===== src/rtl/mem_router_pkg.sv =====
// ============================================================================
// mem_router_pkg : shared types, default address map and helpers for mem_router
// Revision: 1.0
// ============================================================================
`default_nettype none

package mem_router_pkg;

  typedef logic [31:0] addr_t;
  typedef logic [31:0] uintx_t;

  localparam int unsigned N_TGT = 3;

  typedef enum logic [1:0] {
    T_RAM   = 2'd0,
    T_CLINT = 2'd1,
    T_UART  = 2'd2
  } mem_target_e;

  typedef enum logic [1:0] {
    SZ_B = 2'd0,
    SZ_H = 2'd1,
    SZ_W = 2'd2
  } mem_size_e;

  typedef enum logic [1:0] {
    S_IDLE  = 2'd0,
    S_ISSUE = 2'd1,
    S_WAIT  = 2'd2,
    S_RESP  = 2'd3
  } router_state_e;

  localparam addr_t DEF_RAM_BASE   = 32'h8000_0000;
  localparam addr_t DEF_RAM_LAST   = 32'h8FFF_FFFF;
  localparam addr_t DEF_CLINT_BASE = 32'h0200_0000;
  localparam addr_t DEF_CLINT_LAST = 32'h0200_FFFF;
  localparam addr_t DEF_UART_BASE  = 32'h1000_0000;
  localparam addr_t DEF_UART_LAST  = 32'h1000_00FF;

  function automatic logic x_in_range(input addr_t a, input addr_t base, input addr_t last);
    return (a >= base) && (a <= last);
  endfunction

  function automatic logic ialigned(input addr_t a);
    return a[1:0] == 2'b00;
  endfunction

  function automatic logic ranges_overlap(input addr_t b0, input addr_t l0,
                                          input addr_t b1, input addr_t l1);
    return (b0 <= l1) && (b1 <= l0);
  endfunction

endpackage

`default_nettype wire


===== src/rtl/mem_router_decoder.sv =====
// ============================================================================
// mem_addr_decoder : combinational address-map and alignment decode
// Revision: 1.0
// ============================================================================
`default_nettype none

module mem_addr_decoder
  import mem_router_pkg::*;
#(
  parameter addr_t RAM_BASE   = DEF_RAM_BASE,
  parameter addr_t RAM_LAST   = DEF_RAM_LAST,
  parameter addr_t CLINT_BASE = DEF_CLINT_BASE,
  parameter addr_t CLINT_LAST = DEF_CLINT_LAST,
  parameter addr_t UART_BASE  = DEF_UART_BASE,
  parameter addr_t UART_LAST  = DEF_UART_LAST
) (
  input  addr_t       addr_i,
  input  mem_size_e   size_i,
  output logic        hit_o,
  output mem_target_e tgt_o,
  output logic        misaligned_o
);

  if (RAM_BASE > RAM_LAST || CLINT_BASE > CLINT_LAST || UART_BASE > UART_LAST) begin : g_chk_order
    $fatal(1, "mem_addr_decoder: a range has BASE > LAST");
  end
  if (ranges_overlap(RAM_BASE, RAM_LAST, CLINT_BASE, CLINT_LAST) ||
      ranges_overlap(RAM_BASE, RAM_LAST, UART_BASE, UART_LAST) ||
      ranges_overlap(CLINT_BASE, CLINT_LAST, UART_BASE, UART_LAST)) begin : g_chk_overlap
    $fatal(1, "mem_addr_decoder: address ranges overlap");
  end

  logic w_ram_hit;
  logic w_clint_hit;
  logic w_uart_hit;

  assign w_ram_hit   = x_in_range(addr_i, RAM_BASE, RAM_LAST);
  assign w_clint_hit = x_in_range(addr_i, CLINT_BASE, CLINT_LAST);
  assign w_uart_hit  = x_in_range(addr_i, UART_BASE, UART_LAST);

  always_comb begin
    hit_o        = w_ram_hit | w_clint_hit | w_uart_hit;
    tgt_o        = T_RAM;
    misaligned_o = 1'b0;
    if (w_ram_hit) begin
      tgt_o = T_RAM;
    end else if (w_clint_hit) begin
      tgt_o = T_CLINT;
    end else if (w_uart_hit) begin
      tgt_o = T_UART;
    end
    // Only the first byte is range-checked; alignment covers the rest.
    case (size_i)
      SZ_B:    misaligned_o = 1'b0;
      SZ_H:    misaligned_o = addr_i[0];
      SZ_W:    misaligned_o = !ialigned(addr_i);
      default: misaligned_o = 1'b1;
    endcase
  end

endmodule

`default_nettype wire


===== src/rtl/mem_router.sv =====
// ============================================================================
// mem_router : routes one data-memory request port to RAM / CLINT / UART
// Revision: 1.0
// ============================================================================
`default_nettype none

module mem_router
  import mem_router_pkg::*;
#(
  parameter addr_t RAM_BASE   = DEF_RAM_BASE,
  parameter addr_t RAM_LAST   = DEF_RAM_LAST,
  parameter addr_t CLINT_BASE = DEF_CLINT_BASE,
  parameter addr_t CLINT_LAST = DEF_CLINT_LAST,
  parameter addr_t UART_BASE  = DEF_UART_BASE,
  parameter addr_t UART_LAST  = DEF_UART_LAST
) (
  input  logic                         clk_i,
  input  logic                         reset_i,
  input  logic                         req_valid_i,
  output logic                         req_ready_o,
  input  addr_t                        req_addr_i,
  input  logic                         req_wen_i,
  input  mem_size_e                    req_size_i,
  input  uintx_t                       req_wdata_i,
  input  logic [3:0]                   req_wmask_i,
  output logic                         resp_valid_o,
  input  logic                         resp_ready_i,
  output uintx_t                       resp_rdata_o,
  output logic                         resp_err_o,
  output logic [N_TGT-1:0]             tgt_req_valid_o,
  input  logic [N_TGT-1:0]             tgt_req_ready_i,
  output addr_t                        tgt_addr_o,
  output logic                         tgt_wen_o,
  output uintx_t                       tgt_wdata_o,
  output logic [3:0]                   tgt_wmask_o,
  input  logic [N_TGT-1:0]             tgt_resp_valid_i,
  input  logic [N_TGT-1:0][31:0]       tgt_resp_rdata_i,
  output logic                         stray_resp_o
);

  router_state_e state_q, state_d;
  addr_t         addr_q, addr_d;
  logic          wen_q, wen_d;
  uintx_t        wdata_q, wdata_d;
  logic [3:0]    wmask_q, wmask_d;
  mem_target_e   tgt_q, tgt_d;
  uintx_t        rdata_q, rdata_d;
  logic          err_q, err_d;
  logic          stray_q, stray_d;

  logic             dec_hit;
  mem_target_e      dec_tgt;
  logic             dec_misaligned;
  logic [N_TGT-1:0] w_tgt_onehot;
  logic [N_TGT-1:0] w_awaited;
  logic             w_tgt_resp;

  mem_addr_decoder #(
    .RAM_BASE   (RAM_BASE),
    .RAM_LAST   (RAM_LAST),
    .CLINT_BASE (CLINT_BASE),
    .CLINT_LAST (CLINT_LAST),
    .UART_BASE  (UART_BASE),
    .UART_LAST  (UART_LAST)
  ) u_dec (
    .addr_i       (req_addr_i),
    .size_i       (req_size_i),
    .hit_o        (dec_hit),
    .tgt_o        (dec_tgt),
    .misaligned_o (dec_misaligned)
  );

  assign w_tgt_onehot = N_TGT'(1) << tgt_q;
  assign w_tgt_resp   = tgt_resp_valid_i[tgt_q];
  assign w_awaited    = ((state_q == S_ISSUE && tgt_req_ready_i[tgt_q]) || state_q == S_WAIT)
                        ? w_tgt_onehot : '0;

  always_ff @(posedge clk_i or posedge reset_i) begin
    if (reset_i) begin
      state_q <= S_IDLE;
      addr_q  <= '0;
      wen_q   <= 1'b0;
      wdata_q <= '0;
      wmask_q <= '0;
      tgt_q   <= T_RAM;
      rdata_q <= '0;
      err_q   <= 1'b0;
      stray_q <= 1'b0;
    end else begin
      state_q <= state_d;
      addr_q  <= addr_d;
      wen_q   <= wen_d;
      wdata_q <= wdata_d;
      wmask_q <= wmask_d;
      tgt_q   <= tgt_d;
      rdata_q <= rdata_d;
      err_q   <= err_d;
      stray_q <= stray_d;
    end
  end

  always_comb begin
    state_d         = state_q;
    addr_d          = addr_q;
    wen_d           = wen_q;
    wdata_d         = wdata_q;
    wmask_d         = wmask_q;
    tgt_d           = tgt_q;
    rdata_d         = rdata_q;
    err_d           = err_q;
    stray_d         = stray_q | (|(tgt_resp_valid_i & ~w_awaited));
    req_ready_o     = 1'b0;
    tgt_req_valid_o = '0;
    resp_valid_o    = 1'b0;

    case (state_q)
      S_IDLE: begin
        req_ready_o = 1'b1;
        if (req_valid_i) begin
          addr_d  = req_addr_i;
          wen_d   = req_wen_i;
          wdata_d = req_wdata_i;
          wmask_d = req_wmask_i;
          tgt_d   = dec_tgt;
          if (!dec_hit || dec_misaligned) begin
            err_d   = 1'b1;
            rdata_d = '0;
            state_d = S_RESP;
          end else begin
            err_d   = 1'b0;
            state_d = S_ISSUE;
          end
        end
      end
      S_ISSUE: begin
        tgt_req_valid_o = w_tgt_onehot;
        if (tgt_req_ready_i[tgt_q]) begin
          // A target may answer in the very cycle it accepts the request.
          if (w_tgt_resp) begin
            rdata_d = wen_q ? '0 : tgt_resp_rdata_i[tgt_q];
            err_d   = 1'b0;
            state_d = S_RESP;
          end else begin
            state_d = S_WAIT;
          end
        end
      end
      S_WAIT: begin
        if (w_tgt_resp) begin
          rdata_d = wen_q ? '0 : tgt_resp_rdata_i[tgt_q];
          err_d   = 1'b0;
          state_d = S_RESP;
        end
      end
      S_RESP: begin
        resp_valid_o = 1'b1;
        if (resp_ready_i) begin
          state_d = S_IDLE;
        end
      end
      default: state_d = S_IDLE;
    endcase
  end

  assign resp_rdata_o = resp_valid_o ? rdata_q : '0;
  assign resp_err_o   = resp_valid_o & err_q;
  assign tgt_addr_o   = addr_q;
  assign tgt_wen_o    = wen_q;
  assign tgt_wdata_o  = wdata_q;
  assign tgt_wmask_o  = wmask_q;
  assign stray_resp_o = stray_q;

endmodule

`default_nettype wire

===== config.mk =====
export PLATFORM = sky130hd
export DESIGN_NAME = mem_router
export DESIGN_NICKNAME = d
export VERILOG_FILES = /design/src/rtl/mem_router_pkg.sv /design/src/rtl/mem_router_decoder.sv /design/src/rtl/mem_router.sv
export SDC_FILE = /design/constraint.sdc
export NUM_CORES = 1
export LEC_CHECK = 0
export CAP_MARGIN = 10
export CORE_AREA = 2 2 110 112
export DETAILED_ROUTE_END_ITERATION = 8
export DIE_AREA = 0 0 112 114
export DONT_BUFFER_PORTS = 1
export PLACE_DENSITY_LB_ADDON = 0.08
export SLEW_MARGIN = 20
export SYNTH_ARGS = -nofsm -noshare
export SYNTH_HDL_FRONTEND = slang
export SYNTH_SLANG_ARGS = --single-unit

===== constraint.sdc =====
create_clock -name clk_i -period 8.9 [get_ports clk_i]
set_clock_uncertainty 0.05 [all_clocks]
set_input_delay 1.335 -clock clk_i [delete_from_list [all_inputs] [get_ports clk_i]]
set_output_delay 1.335 -clock clk_i [all_outputs]
set_load 0.02 [all_outputs]

# Yosys cells after proc, flatten, opt, wreduce, memory -nomap -nowiden
# Cells that the tools add are included.
# Widths: inputs -> output; s select.
dict set report totals {
  reg_bits 107
  inputBits 177
  out_inout_bits 108
  wordCells 83
}
dict set report op_classes {
  order_cmp 7
  eq_ne 10
  shift 1
  n_mux 33
  n_bitwise 6
  reduce_logical 17
}
# operator count
set op_table {}
lappend op_table {{$mux 32} 7}
lappend op_table {{$pmux 32 s3} 1}
lappend op_table {{$bmux 32 s2} 1}
lappend op_table {{$ge 32x26->1 const B} 1}
lappend op_table {{$ge 32x29->1 const B} 1}
lappend op_table {{$ge 32x32->1 const B} 1}
lappend op_table {{$le 32x26->1 const B} 1}
lappend op_table {{$le 32x29->1 const B} 1}
lappend op_table {{$le 32x32->1 const B} 1}
lappend op_table {{$mux 2} 8}
lappend op_table {{$mux 1} 9}
lappend op_table {{$ne 2x2->1 const B} 4}
lappend op_table {{$pmux 2 s4} 1}
lappend op_table {{$reduce_and 4->1} 2}
lappend op_table {{$eq 2x2->1 const B} 3}
lappend op_table {{$logic_not 2->1} 3}
lappend op_table {{$mux 3} 2}
lappend op_table {{$pmux 1 s3} 2}
lappend op_table {{$bmux 1 s2} 2}
lappend op_table {{$eq 2x1->1 const B} 2}
lappend op_table {{$logic_and 1x1->1} 4}
lappend op_table {{$and 3x3->3} 1}
lappend op_table {{$lt 2x3->1 const B} 1}
lappend op_table {{$not 3->3} 1}
lappend op_table {{10 further kinds} 14}

# Logic depth before layout (Yosys ltp)
# Gate-level depths: netlist (run 1).
dict set report logic_depth {
  word_depth 9
  ltp_mapped 8
  ltp_nobuf 6
}

# Hierarchy
# A second synthesis (run 1) with hierarchy kept.
dict set report unflattened {
  hier_cells 443
  hier_area_um2 5322.6
}
# module n_inst cells_each area_each_um2 seq_area_each_um2
set modules_own_cells {}
lappend modules_own_cells {mem_router 1 426 5156.2 2677.6}
lappend modules_own_cells {mem_addr_decoder 1 17 166.4 0.0}

# Worst setup path before layout (run 1)
# No wires, ideal clock.
dict set report synth_timing {
  kind {input to register}
  from {in req_addr_i[19]}
  to {reg rdata_q[0]}
  setup_time_ns 0.125
  arrival_ns 3.161
  t_required_ns 8.725
  path_slack_ns 5.564
  cell_stages 6
  path_buffers 1
  cell_sequence {or4_4 o41ai_2 a22oi_2 o21ai_4 buf_12 mux2_4}
}
dict set report synth_via {
  elab_chain_cells 8
  word_cells_on_any_way 15
  cone_classes {6 x order compare; 1 x eq/ne; 2 x bitwise; 6 x reduce/logical}
}
# element line_no
set synth_lines {}
lappend synth_lines {{from (decl)} mem_router.sv:21} ;# input addr_t req_addr_i,
lappend synth_lines {{$ge 32x32->1 (tied with other cells)} mem_router_pkg.sv:41} ;# return (a >= base) && (a <= last);
lappend synth_lines {{$logic_and 1x1->1} mem_router_pkg.sv:41}
lappend synth_lines {{$or 1x1->1} mem_router_decoder.sv:42} ;# hit_o = w_ram_hit | w_clint_hit | w_uart_hit;
lappend synth_lines {{$or 1x1->1 (*)} mem_router_decoder.sv:42}
lappend synth_lines {{$logic_not 1->1 (*)} mem_router.sv:125} ;# if (!dec_hit || dec_misaligned) begin
lappend synth_lines {{$logic_or 1x1->1 (*)} mem_router.sv:125}
lappend synth_lines {{$ne 2x2->1 (no line) (*)} n/a}
lappend synth_lines {{$reduce_and 4->1 (no line) (*)} n/a}
lappend synth_lines {{to (signal assigned)} mem_router.sv:96} ;# rdata_q <= rdata_d;
lappend synth_lines {{to (decl)} mem_router.sv:47} ;# uintx_t rdata_q, rdata_d;
# Mark *: on every way between the ends. The rest lies on a longest branch, timed or not.
# A chain may end at the register's enable or synchronous reset.

# Worst setup path in the final report (run 1)
dict set report layout_timing {
  from {in req_addr_i[19]}
  to {reg rdata_q[30]}
}
# The elaborated chain is that of the path after synthesis.

==> results of run 1 <==
## cell usage after synthesis (2+ instances only)
cell type    n
dfrtp_1    107
a21oi_1     33
buf_1        2
buf_2        3
ha_1         4
o21ai_0      6
nand2_1     11
or3_1        2
buf_12       3
inv_1        9
mux2_4      30
nand2b_1     3
o211ai_1     2
mux2_2      69
nand3b_1     3
a21o_1       2
and2_1      34
nor2_1      71
nor4_1       2
clkbuf_1    22
mux2i_1     34
## metal layers
layer	vias up	global-route usage, %	part of all wire (%)
met5	-	0	0
met2	169	34.6	50
li1	1608	-	-
met1	1688	23.2	38
met3	15	8.29	11
met4	0	6.42	1.5
## registers in the layout, summed over array words and instances, names as in the netlist
register / cells
err_q: 1
state_q: 2
tgt_addr_o: 32
tgt_wdata_o: 32
stray_resp_o: 1
tgt_wmask_o: 4
tgt_wen_o: 1
tgt_q: 2
rdata_q: 32
## stage by stage
stage | hold WS (ns) | instance area (µm²) | util, % | worst slack, ns
4_1_cts | 0.458 | 5910 | 50.5 | 5.39
5_1_grt | 0.471 | 5920 | 50.5 | 5.47
3_3_place_gp | 0.431 | 5600 | 47.8 | 5.20
3_5_place_dp | 0.438 | 5600 | 47.8 | 5.17
2_1_floorplan | 0.421 | 5520 | - | 4.70
6_report | 0.456 | 5920 | 50.5 | 5.54
## placed cells by master (no fill, tap or decap), types with 2 or more instances in the layout
cell type and n:
a21o_1 2, a21oi_1 33, and2_1 34, buf_4 7, bufinv_16 2, clkbuf_16 9, clkinv_2 2, dfrtp_1 106
ha_1 4, inv_1 8, inv_6 2, mux2_2 69, mux2_4 30, mux2i_1 34, nand2_1 10, nand2b_1 3
nand3b_1 3, nor2_1 71, nor4_1 2, o211ai_1 2, o21ai_0 6, or3_1 2
## cells by family after synthesis
group / share of synthesized area [%]
AO/OA/AOI/OAI: 6.69
adder cells (fa/ha/maj): 0.906
buffers and inverters: 3.60
flip-flops: 48.5
multiplexers: 28.4
AND/OR/NAND/NOR: 11.9
## worst max-delay path, stage by stage
cell	delay, ns
or4_4	0.56
o41ai_2	0.42
a22oi_2	0.14
o21ai_4	0.16
buf_4	0.49
mux2_2	0.40
## worst paths after layout
path | end | slack (ns) | startpoint | cells after the start
hold reg to reg | rdata_q[19] | 0.46 | rdata_q[19] | 1
setup reg to reg | rdata_q[30] | 6.05 | tgt_q[1] | 6
max in group asynchronous | tgt_q[1] | 6.65 | reset_i | 2
min in group asynchronous | tgt_wdata_o[14] | 0.87 | reset_i | 1
hold / removal | rdata_q[19] | 0.46 | rdata_q[19] | 1
setup / recovery | rdata_q[30] | 5.54 | req_addr_i[19] | 6
## cell type report
class	count	area (µm²)	area share, %
sequential	107	2680	45.3
clock inverter	6	87.6	1.48
multi-input combinational	329	2650	44.8
timing repair buffer	7	52.6	0.888
clock buffer	9	225	3.81
inverter	9	36.3	0.613
tap	147	184	3.11
## power groups by stage
stage | Clock (W) | Sequential (W) | Combinational (W)
after floorplan | 0 | 0.000995 | 0.000676
after global placement | 0 | 0.00105 | 0.000717
after detailed placement | 0 | 0.00105 | 0.000743
after CTS | 0.000433 | 0.00104 | 0.000743
after global routing | 0.000452 | 0.00107 | 0.000800
final | 0.000423 | 0.00104 | 0.000727
==> impl_metrics.env, run 1 <==
export IMPL_place_gp_congestion=0.742
export IMPL_period_share_pct=37.7
export IMPL_grt_use_total_pct=20.2
export IMPL_max_slew_margin_rel_pct=47.7
export IMPL_drc=0
export IMPL_grt_setup_unrepaired="no"
export IMPL_min_path_type="register to register"
export IMPL_fin_tns_setup_ns=0
export IMPL_yosysTopAreaCellShare_pct=48.5
export IMPL_netSwitchingPower_w=0.000869
export IMPL_post_cts_buffers=0
export IMPL_grt_max_degree=62
export IMPL_worst_pin_slew_ns=0.784
export IMPL_grt_overflow_total=0
export IMPL_grt_pass1_vias=3707
export IMPL_nNetsFinal=644
export IMPL_p_int_w=0.00132
export IMPL_cts_sinks=107
export IMPL_yosysSeqAreaShare_pct=48.5
export IMPL_synth_edff_count=0
export IMPL_power_frac_seq_pct=47.5
export IMPL_async_flop_share_pct=100
export IMPL_synth_area_leaders="dfrtp_1, mux2_2, mux2_4"
export IMPL_fmax_mhz=298
export IMPL_combPwrFrac_pct=33.2
export IMPL_synth_seq_cells=107
export IMPL_initial_core_util_pct=47.1
export IMPL_worstSetupEndpointType="register"
export IMPL_p_per_area_mw_per_mm2=370
export IMPL_drtPass1Iterations=6
export IMPL_cts_buffers_inserted=9
export IMPL_die_w_um=112
export IMPL_core_mm2=0.0117
export IMPL_fin_crit_ns=3.36
export IMPL_power_leakage_nw=2.58
export IMPL_cts_htree_levels=3
export IMPL_yosysUniqueCellTypes=44
export IMPL_viasPerCell=5.67
export IMPL_finalHoldViolCount=0
export IMPL_wl_per_cell_um=21.2
export IMPL_dieArea_mm2=0.0128
export IMPL_synth_top_area_cell="dfrtp_1"
export IMPL_dp_cells=599
export IMPL_vias=3480
export IMPL_routed_wl_mm=13.0
export IMPL_final_cells=614
export IMPL_setup_viol=0
export IMPL_insertion_delay_ns=0.34
export IMPL_peakVddDrop_mv=0.222
export IMPL_grt_pass1_wl_mm=20.1
export IMPL_switching_share_pct=39.7
export IMPL_cts_path_max_buffers=2
export IMPL_clk_pin_slew_ns=0.07
export IMPL_io_pin_count=285
export IMPL_fp_row_count=40
export IMPL_max_cap_viol_count=0
export IMPL_area_growth_pct=7.16
export IMPL_ant_nets=0
export IMPL_netlist_instances=475
export IMPL_dpl_hpwl_mm=9.61
export IMPL_synth_fp_nets=656
export IMPL_portBuffers=0
export IMPL_cp_start_kind="input pin"
export IMPL_syn_area_per_cell_um2=11.6
export IMPL_status="finished, final reports clean"
export IMPL_synth_area_mm2=0.00552
export IMPL_final_max_slew_viol_count=0
export IMPL_holdBufCountCts=0
export IMPL_die_h_um=114
export IMPL_cp_max_fo=32
export IMPL_fillCellCount=1069
export IMPL_ys_flop_type="dfrtp_1"
export IMPL_antenna_cells=0
export IMPL_worst_ep_required_time_ns=9.07
export IMPL_p_clk_share_pct=19.3
export IMPL_cts_tree="built"
export IMPL_cts_resized=0
export IMPL_yosysWarnings=0
export IMPL_drt_iter0_drc=163
export IMPL_drive_gt1_share_pct=28.1
export IMPL_worstPathArrival_ns=3.53
export IMPL_root_buffer="clkbuf_16"
export IMPL_grt_antenna_before_repair=0
export IMPL_critPathKind="input pin to register"
export IMPL_finalPower_w=0.00219
(Power assumes the default switching activity.)
==> run 2, diff against run 1 <==
clock period = 3.4 ns   (was 8.9 ns; I/O delays follow)
==> run 2 against run 1 <==
Effect of this change:
- non-clock buffer count up 4
- critical path depth down 3
- wire length grew 0.78%
- via count is 0.83% higher
- die area is the same
- utilization grew 0.26 points
- register-to-register slack worse by 5.2 ns
- design area grew 0.51%
- critical path type is now register to primary output
==> impl_metrics.env, run 2 (synthesized netlist as in run 1, its figures left out) <==
export IMPL_status="finished, final reports clean"
export IMPL_min_path_type="input pin to async pin"
export IMPL_drive_gt1_share_pct=28.5
export IMPL_max_cap_viol_count=0
export IMPL_drc=0
export IMPL_worst_ep_required_time_ns=2.84
export IMPL_reg2reg_depth=6
export IMPL_final_max_slew_viol_count=0
export IMPL_critPathKind="register to primary output"
export IMPL_finalHoldViolCount=0
export IMPL_root_buffer="clkbuf_16"
export IMPL_routed_wl_mm=13.1
export IMPL_clk_pin_slew_ns=0.07
export IMPL_max_slew_margin_rel_pct=54.4
export IMPL_core_mm2=0.0117
export IMPL_dpl_hpwl_mm=9.84
export IMPL_r2r_setup_slack_ns=0.84
export IMPL_viasPerCell=5.68
export IMPL_grt_pass1_vias=3589
export IMPL_r2r_start="tgt_q[1]"
export IMPL_fin_tns_setup_ns=0
export IMPL_drt_iter0_drc=153
export IMPL_grt_max_degree=61
export IMPL_layout_common_cells="dfrtp_1, nor2_1, mux2_2"
export IMPL_finalPower_w=0.00572
export IMPL_r2r_end="rdata_q[24]"
export IMPL_ant_nets=0
export IMPL_critPathCapture="resp_rdata_o[30]"
export IMPL_cts_buffers_inserted=9
export IMPL_cp_max_fo=21
export IMPL_cts_htree_levels=3
export IMPL_netSwitchingPower_w=0.00229
export IMPL_area_growth_pct=7.70
export IMPL_holdBufCountCts=0
export IMPL_drtPass1Iterations=6
export IMPL_final_common_cell="dfrtp_1"
export IMPL_cts_path_max_buffers=2
export IMPL_cts_tree="built"
export IMPL_p_per_area_mw_per_mm2=963
export IMPL_cts_sinks=107
export IMPL_worstSetupEndpointType="primary output"
export IMPL_grt_use_total_pct=20.4
export IMPL_wl_per_cell_um=21.2
export IMPL_cp_start_kind="register"
export IMPL_grt_pass1_wl_mm=20.1
export IMPL_vias=3509
export IMPL_place_gp_congestion=0.733
export IMPL_combPwrFrac_pct=34.3
export IMPL_final_setup_worst_slack_ns=0.832
export IMPL_period_share_pct=75.5
export IMPL_fin_crit_ns=2.57
export IMPL_worstPathArrival_ns=2.01
export IMPL_portBuffers=0
export IMPL_setup_viol=0
export IMPL_cts_resized=0
export IMPL_crit_start="state_q[1]"
export IMPL_fmax_mhz=389
export IMPL_nNetsFinal=648
export IMPL_peakVddDrop_mv=0.495
export IMPL_fillCellCount=1048
export IMPL_io_pin_count=285
export IMPL_fp_row_count=40
export IMPL_power_leakage_nw=2.60
export IMPL_p_clk_share_pct=18.1
export IMPL_power_frac_seq_pct=47.6
export IMPL_insertion_delay_ns=0.35
export IMPL_worst_pin_slew_ns=0.683
export IMPL_grt_setup_unrepaired="no"
export IMPL_initial_core_util_pct=47.1
export IMPL_finish_utilization_pct=50.8
export IMPL_grt_overflow_total=0
export IMPL_dieArea_mm2=0.0128
export IMPL_die_w_um=112
export IMPL_grt_antenna_before_repair=0
export IMPL_p_int_w=0.00344
export IMPL_post_cts_buffers=0
export IMPL_antenna_cells=0
export IMPL_dp_slack_ns=0.542
export IMPL_die_h_um=114
export IMPL_switching_share_pct=39.9
==> run 2: metrics by stage <==
stage	hold WS [ns]	cell area, µm²	std cells
CTS	0.0691	5950	618
finish	0.0496	5950	618
detailed placement	0.439	5660	603
global route	0.0919	5950	618
global placement	0.431	5660	603
floorplan	0.421	5520	475
==> run 2: worst min path at each step <==
stage	cells after the start	to	start	slack [ns]
after floorplan	1	rdata_q[30]	rdata_q[30]	0.42
after global placement	1	rdata_q[30]	rdata_q[30]	0.43
after detailed placement	1	rdata_q[25]	rdata_q[25]	0.44
after CTS	1	tgt_wdata_o[12]	reset_i	0.07
after global routing	1	tgt_wdata_o[12]	reset_i	0.09
final	1	tgt_wdata_o[14]	reset_i	0.05
==> run 2: cell type report <==
class                      instances  area [µm²]  share of cell area (%)
inverter                           9        36.3                   0.610
clock inverter                     5        61.3                    1.03
sequential                       107        2680                    45.0
timing repair buffer              11         108                    1.81
clock buffer                      10         229                    3.85
multi-input combinational        329        2650                    44.6
tap                              147         184                    3.09
==> run 2: routing by layer <==
metal	share of wire [%]	vias to the layer above	track usage [%]
met1	39	1704	23.9
li1	-	1620	-
met2	49	172	34.0
met4	1.6	0	7.80
met3	11	13	8.02
met5	0	-	0
==> run 2: worst max-delay path: stages, from the launching register on <==
cell,delay (ns)
dfrtp_1,0.41
ha_1,0.59
buf_4,0.35
and2_1,0.31
==> run 2: power by group through the flow <==
stage               Combinational [W]  Clock (W)  Sequential, W
global placement              0.00193          0        0.00275
global route                  0.00215    0.00112        0.00280
finish                        0.00196    0.00104        0.00273
CTS                           0.00200    0.00107        0.00274
floorplan                     0.00177          0        0.00260
detailed placement            0.00200          0        0.00275
==> run 3, diff against run 2 <==
clock period = 2.1 ns   (was 3.4 ns; I/O delays follow)
==> run 3 against run 2 <==
Effect of this change:
- wire length grew 3.0%
- clock power rose by 47%
- register-to-register slack lost 0.75 ns
- design area grew 2.7%
- via count is 2.6% higher
- sequential cell count unchanged
- die area unchanged
- critical path depth is 4 higher
- first-iteration DRC count down 21%
- global-route usage increased by 0.73 points
- clock-buffer cell count rose by 1
==> impl_metrics.env, run 3 (synthesized netlist as in run 1, its figures left out) <==
export IMPL_status="finished, final reports clean"
export IMPL_drc=0
export IMPL_dieArea_mm2=0.0128
export IMPL_worstPathArrival_ns=2.18
export IMPL_root_buffer="clkbuf_16"
export IMPL_dp_cells=616
export IMPL_portBuffers=0
export IMPL_io_pin_count=285
export IMPL_cts_buffers_inserted=9
export IMPL_fin_crit_ns=2.01
export IMPL_peakVddDrop_mv=0.745
export IMPL_core_mm2=0.0117
export IMPL_nNetsFinal=663
export IMPL_drive_gt1_share_pct=30.7
export IMPL_antenna_cells=0
export IMPL_fmax_mhz=498
export IMPL_place_gp_congestion=0.792
export IMPL_die_w_um=112
export IMPL_die_h_um=114
export IMPL_clk_pin_slew_ns=0.07
export IMPL_layout_common_cells="dfrtp_1, nor2_1, mux2_2"
export IMPL_grt_antenna_before_repair=0
export IMPL_ant_nets=0
export IMPL_finish_utilization_pct=52.2
export IMPL_drtPass1Iterations=5
export IMPL_final_max_slew_viol_count=0
export IMPL_grt_overflow_total=0
export IMPL_viasPerCell=5.69
export IMPL_combPwrFrac_pct=36.2
export IMPL_fin_tns_setup_ns=0
export IMPL_r2r_start="tgt_q[1]"
export IMPL_period_share_pct=95.5
export IMPL_final_cells=633
export IMPL_routed_wl_mm=13.5
export IMPL_cts_path_max_buffers=2
export IMPL_grt_pass1_wl_mm=20.8
export IMPL_netSwitchingPower_w=0.00373
export IMPL_initial_core_util_pct=47.1
export IMPL_worst_ep_required_time_ns=2.28
export IMPL_switching_share_pct=40.1
export IMPL_setup_viol=0
export IMPL_critPathKind="register to register"
export IMPL_cts_tree="built"
export IMPL_grt_use_total_pct=21.1
export IMPL_cp_max_fo=24
export IMPL_power_leakage_nw=2.68
export IMPL_cts_sinks=107
export IMPL_crit_start="tgt_q[1]"
export IMPL_grt_max_degree=61
export IMPL_cts_htree_levels=3
export IMPL_insertion_delay_ns=0.34
export IMPL_p_per_area_mw_per_mm2=1520
export IMPL_grt_setup_unrepaired="no"
export IMPL_max_cap_viol_count=0
export IMPL_area_growth_pct=10.6
export IMPL_min_path_type="input pin to register"
export IMPL_worstSetupEndpointType="register"
export IMPL_p_int_w=0.00558
export IMPL_dpl_hpwl_mm=10.2
export IMPL_min_from="tgt_resp_valid_i[1]"
export IMPL_vias=3600
export IMPL_finalHoldViolCount=0
export IMPL_postPlaceCellArea_mm2=0.00580
export IMPL_worst_pin_slew_ns=0.459
export IMPL_reg2reg_depth=7
export IMPL_power_frac_seq_pct=47.3
export IMPL_fp_row_count=40
export IMPL_holdPathStages=2
export IMPL_cp_start_kind="register"
export IMPL_fin_area_mm2=0.00611
export IMPL_grt_pass1_vias=3864
export IMPL_max_slew_margin_rel_pct=69.4
export IMPL_drt_iter0_drc=121
export IMPL_wl_per_cell_um=21.3
export IMPL_p_clk_share_pct=16.4
export IMPL_final_common_cell="dfrtp_1"
-- run 3: path summary, 6_finish.rpt --
check	end	slack, ns
max	rdata_q[11]	0.09
min	stray_resp_o	0.05
max reg2reg	rdata_q[11]	0.09
min reg2reg	rdata_q[14]	0.45
max in group asynchronous	tgt_addr_o[25]	1.01
min in group asynchronous	tgt_wdata_o[16]	0.40
-- run 3: critical path, cell delays in order, from the launching register on --
cell and delay, ns:
dfrtp_2 0.46, buf_6 0.17, nand3b_1 0.16, o211ai_1 0.16, o2111a_1 0.30, o21ai_4 0.09
buf_12 0.18, mux2_4 0.31
-- run 3: repair_timing --
action,CTS,global route
buffers inserted,0,1
hold buffers,1,0
resized for setup,0,5
hold endpoints to repair,13,0
endpoints found under the setup margin,0,35
-- run 3: layer usage --
| metal | up-vias | routed length (µm) | GRT usage, % |
|---|---|---|---|
| met5 | - | 0 | 0 |
| met4 | 0 | 264 | 8.13 |
| met3 | 18 | 1330 | 8.02 |
| met2 | 188 | 6670 | 36.1 |
| met1 | 1741 | 5220 | 24.2 |
| li1 | 1653 | - | - |
-- run 3: final cells by class --
| cell class | count | area (µm²) |
|---|---|---|
| Multi-Input combinational cell | 329 | 2680 |
| Clock inverter | 4 | 28.8 |
| Tap cell | 147 | 184 |
| Fill cell | 1083 | 5600 |
| Inverter | 9 | 37.5 |
| Clock buffer | 11 | 233 |
| Timing Repair Buffer | 26 | 272 |
| Sequential cell | 107 | 2680 |
-- run 3: per-stage QoR --
step / worst slack, ns / hold slack (ns) / total power (W)
finish: 0.0940 / 0.0461 / 0.00931
global route: 0.0206 / 0.0497 / 0.00986
CTS: 0.0329 / 0.0341 / 0.00938
detailed placement: -0.272 / 0.171 / 0.00782
global placement: -0.241 / 0.168 / 0.00770
floorplan: -0.182 / 0.385 / 0.00709
-- run 3: power groups by stage --
stage / clock (W) / combinational (W) / sequential [W]
CTS: 0.00158 / 0.00338 / 0.00442
finish: 0.00153 / 0.00337 / 0.00441
global placement: 0 / 0.00326 / 0.00444
detailed placement: 0 / 0.00338 / 0.00444
floorplan: 0 / 0.00287 / 0.00422
global route: 0.00166 / 0.00368 / 0.00452
